<file path="config.mk">
export PLATFORM = sky130hd
export DESIGN_NAME = serial_word_collector
export DESIGN_NICKNAME = d
export VERILOG_FILES = /design/src/rtl/serial_word_collector.sv
export SDC_FILE = /design/constraint.sdc
export NUM_CORES = 1
export LEC_CHECK = 0
export CAP_MARGIN = 20
export CORE_UTILIZATION = 43
export DETAILED_ROUTE_END_ITERATION = 10
export PLACE_DENSITY = 0.82
export SLEW_MARGIN = 25
export SYNTH_ARGS = -nofsm -noshare
export SYNTH_HDL_FRONTEND = slang
export SYNTH_SLANG_ARGS = --single-unit
export TNS_END_PERCENT = 50
</file>
<file path="constraint.sdc">
create_clock -name clk -period 1.39 [get_ports clk]
set_input_delay 0.278 -clock clk [delete_from_list [all_inputs] [get_ports clk]]
set_output_delay 0.278 -clock clk [all_outputs]
set_load 0.02 [all_outputs]
</file>
<file path="src/rtl/serial_word_collector.sv">
// Serial-in / parallel-out word collector: LSB-first bits on shift strobes are
// assembled into WIDTH-bit words and presented through a valid/ready handshake.
module serial_word_collector #(
  parameter int WIDTH = 4
) (
  input  logic             clk,
  input  logic             clr,
  input  logic             start,
  input  logic             shb,
  input  logic             bit_in,
  input  logic             out_ready,
  output logic [WIDTH-1:0] data_out,
  output logic             out_valid,
  output logic             busy,
  output logic             overrun
);

  localparam int CW = $clog2(WIDTH) + 1;
  localparam logic [CW-1:0] LAST_CNT = CW'(WIDTH - 1);

  typedef enum logic [1:0] {
    IDLE    = 2'd0,
    COLLECT = 2'd1,
    HOLD    = 2'd2
  } state_t;

  state_t           state_q;
  logic [WIDTH-1:0] sreg_q;
  logic [CW-1:0]    cnt_q;
  logic [WIDTH-1:0] data_q;
  logic             valid_q;
  logic             busy_q;
  logic             overrun_q;

  // Control FSM with all outputs held in registers.
  always_ff @(posedge clk or posedge clr) begin
    if (clr) begin
      state_q   <= IDLE;
      sreg_q    <= {WIDTH{1'b0}};
      cnt_q     <= {CW{1'b0}};
      data_q    <= {WIDTH{1'b0}};
      valid_q   <= 1'b0;
      busy_q    <= 1'b0;
      overrun_q <= 1'b0;
    end else begin
      case (state_q)
        IDLE: begin
          if (start) begin
            state_q   <= COLLECT;
            sreg_q    <= {WIDTH{1'b0}};
            cnt_q     <= {CW{1'b0}};
            overrun_q <= 1'b0;
            busy_q    <= 1'b1;
          end
        end
        COLLECT: begin
          // A restart wins over a strobe on the same edge.
          if (start) begin
            sreg_q <= {WIDTH{1'b0}};
            cnt_q  <= {CW{1'b0}};
          end else if (shb) begin
            sreg_q <= {bit_in, sreg_q[WIDTH-1:1]};
            if (cnt_q == LAST_CNT) begin
              data_q  <= {bit_in, sreg_q[WIDTH-1:1]};
              valid_q <= 1'b1;
              cnt_q   <= {CW{1'b0}};
              busy_q  <= 1'b0;
              state_q <= HOLD;
            end else begin
              cnt_q <= cnt_q + CW'(1);
            end
          end
        end
        HOLD: begin
          // A held word is never dropped: start only counts alongside out_ready.
          if (out_ready) begin
            valid_q <= 1'b0;
            if (start) begin
              state_q   <= COLLECT;
              sreg_q    <= {WIDTH{1'b0}};
              cnt_q     <= {CW{1'b0}};
              overrun_q <= 1'b0;
              busy_q    <= 1'b1;
            end else begin
              state_q <= IDLE;
            end
          end else if (shb) begin
            overrun_q <= 1'b1;
          end
        end
        default: begin
          state_q <= IDLE;
          valid_q <= 1'b0;
          busy_q  <= 1'b0;
        end
      endcase
    end
  end

  assign data_out  = data_q;
  assign out_valid = valid_q;
  assign busy      = busy_q;
  assign overrun   = overrun_q;

endmodule

</file>
==> flow_summary.ini <==
[outcome]
status = complete, no violations

[layout]
stdcell_area_um2 = 966
multiInputGateArea_um2 = 315
fin_nets = 98
fin_util_pct = 69.9
antenna_cells = 0
syn2layout_area_growth_pct = 42.4
register_area_um2 = 377
final_cell_mix = dfrtp_1 (14), buf_4 (14), nand2_1 (11), dlygate4sd2_1 (7)
drive_gt1_share_pct = 31.1
n_fill_cell = 117

[cts]
htreeDepth = 1
clkSinkCount = 15
cts_tree = built
clk_latency_ns = 0.29
cts_hold_buf = 0
clk_pin_slew_ns = 0.09
cts_buffers = 3
root_buffer = clkbuf_4
clk_path_buf_depth = 2

[worst_setup_path]
r2r_end = data_out[1]$_DFFE_PP0P_
r2r_start = cnt_q[1]$_DFFE_PP0P_
reg2reg_slack_ns = 0.01
critPathLaunchType = flip-flop
arrival_ns = 1.56
endpoint_kind = flip-flop
worstPathMaxFanout = 5
required_ns = 1.57
crit_type = reg -> reg
reg2regPathDepth = 4

[pwr]
switching_share_pct = 31.3
seqPwrFrac_pct = 48.2
irDropWorstVdd_mv = 0.667
power.share.clock_pct = 22.2
power_density_nw_per_um2 = 1180
p_int_mw = 0.784
power.switching_mw = 0.358
combPwrFrac_pct = 29.6
cellLeakagePower_nw = 0.497

[route]
dr.pass1.iters = 4
drc = 0
via_per_inst = 5.39
ant_nets = 0
wirelength_um = 1580
drtIter0Drc = 16
vias = 566
wire_per_inst_um = 15.0

[synth]
synthCells = 61
synth_top_area_cell = dfrtp_1
synth-seq-cells = 15
synth_nets = 68
synth_top_cell_area_share_pct = 55.4
synthDistinctLibCells = 19
synth_area_leaders = dfrtp_1 (55%), mux2_1 (6.6%), nand2_1 (6.1%)
ys_seq_area_share_pct = 55.4
yosys_warnings = 0
syn_area_um2 = 678
postSynthAreaPerCell_um2 = 11.1

[run]
drv_cap = 0

[min_path]
hold_path.class = in -> async

[placed_design]
portBuffers = 12
place_ws_ns = -0.344
gp_congestion = 0.728
placed_cell_area_um2 = 903
hpwlAfterDp_um = 1200

[sta]
tns_ns = 0
hold_violations = 0
rsz0062_at_grt = true
finalClockSkew_ns = 0.00357
layout_min_cycle_time_ns = 1.38
holdWs_ns = 0.194
relSlewSlack_pct = 80.9
clock.fmax_ghz = 0.727
timing.final.crit_share_pct = 99.0
worst_slew_pin_slew_ns = 0.285
setup_ws_ns = 0.0144
drv_slew = 0
finalSetupViolations = 0

[floorplanning]
rows = 13
die_w_um = 41.7
core_area_um2 = 1380
die_y_um = 41.7
dieArea_um2 = 1740
start_util_pct = 49.0
ios = 13

[global_routing]
grt_max_degree = 11
grt_pass1_vias = 596
grt_pass1_wl_um = 2530
grt_usage_pct = 20.0
grt-ovfl-total = 0
grt_antenna_before_repair = 0
==> cells in the mapped netlist <==
master    number
a211oi_1       1
a21o_1         1
a21oi_1        4
and2b_1        1
buf_4          1
dfrtp_1       15
ha_1           1
inv_1          3
mux2_1         4
mux2i_1        4
nand2_1       11
nand2b_1       1
nand3b_1       3
nor2_2         1
nor3_1         1
nor3b_4        1
o21ai_0        6
o21bai_1       1
o22ai_1        1
==> area by class of cell <==
cell class                 count  area share (%)
sequential                    15            39.0
multi-input combinational     42            32.6
timing repair buffer          26            22.4
clock buffer                   3            2.33
tap                           15            1.94
inverter                       3            1.17
clock inverter                 1           0.518
==> worst max path at each step <==
stage	startpoint	end	slack [ns]	cells past startpoint
after floorplan	state_q[1]$_DFFE_PP0P_	data_out[0]$_DFFE_PP0P_	-0.002	4
after global placement	start	data_out[3]$_DFFE_PP0P_	-0.30	4
after detailed placement	start	data_out[1]$_DFFE_PP0P_	-0.34	4
after CTS	cnt_q[1]$_DFFE_PP0P_	data_out[1]$_DFFE_PP0P_	-0.03	4
after global routing	cnt_q[1]$_DFFE_PP0P_	data_out[0]$_DFFE_PP0P_	-0.02	4
final	cnt_q[1]$_DFFE_PP0P_	data_out[1]$_DFFE_PP0P_	0.01	4
==> kinds of logic (layout without fill, tap and decap cells) <==
kind of cell,Yosys count,count (layout),share of synthesized area (%)
simple gates,19,19,15.9
flops,15,15,55.4
compound gates,14,14,11.6
mux,8,8,12.5
buf+inv,4,33,2.77
fa+ha+maj,1,1,1.84
==> routing by layer <==
| layer | track usage (%) | wire [um] | vias to the layer above |
|---|---|---|---|
| met3 | 4.78 | 92 | 3 |
| met1 | 23.3 | 661 | 272 |
| met4 | 11.0 | 28 | 0 |
| met2 | 33.4 | 793 | 22 |
| li1 | - | - | 269 |
| met5 | 0 | 0 | - |
==> sequential cells by signal (all words and copies together) (netlist names) <==
name / count
overrun: 1
busy: 1
sreg_q: 3
cnt_q: 3
state_q: 2
data_out: 4
out_valid: 1
==> per-stage QoR <==
| stage | std cells | power [mW] |
|---|---|---|
| 5_1_grt | 105 | 1.20 |
| 2_1_floorplan | 61 | 0.719 |
| 3_5_place_dp | 99 | 0.902 |
| 6_report | 105 | 1.14 |
| 3_3_place_gp | 99 | 0.886 |
| 4_1_cts | 103 | 1.12 |
==> power by group through the flow <==
stage / combinational [mW] / clock, mW / sequential, mW
6_report: 0.338 / 0.253 / 0.550
5_1_grt: 0.360 / 0.277 / 0.559
4_1_cts: 0.310 / 0.259 / 0.550
3_5_place_dp: 0.343 / 0 / 0.560
3_3_place_gp: 0.331 / 0 / 0.555
2_1_floorplan: 0.103 / 0 / 0.616
==> critical path, stage by stage (launching register included) <==
cell      delay (ns)
dfrtp_1         0.36
ha_2            0.17
nand3b_1        0.09
and2b_4         0.33
mux2_4          0.31
==> repair_timing <==
| item | in CTS | in global routing |
|---|---|---|
| resized for setup | 9 | 6 |
| endpoints found under the setup margin | 12 | 7 |
| pin swaps | 0 | 1 |
| setup buffers | 0 | 2 |
Note: power is estimated with default switching activity, not from simulation.
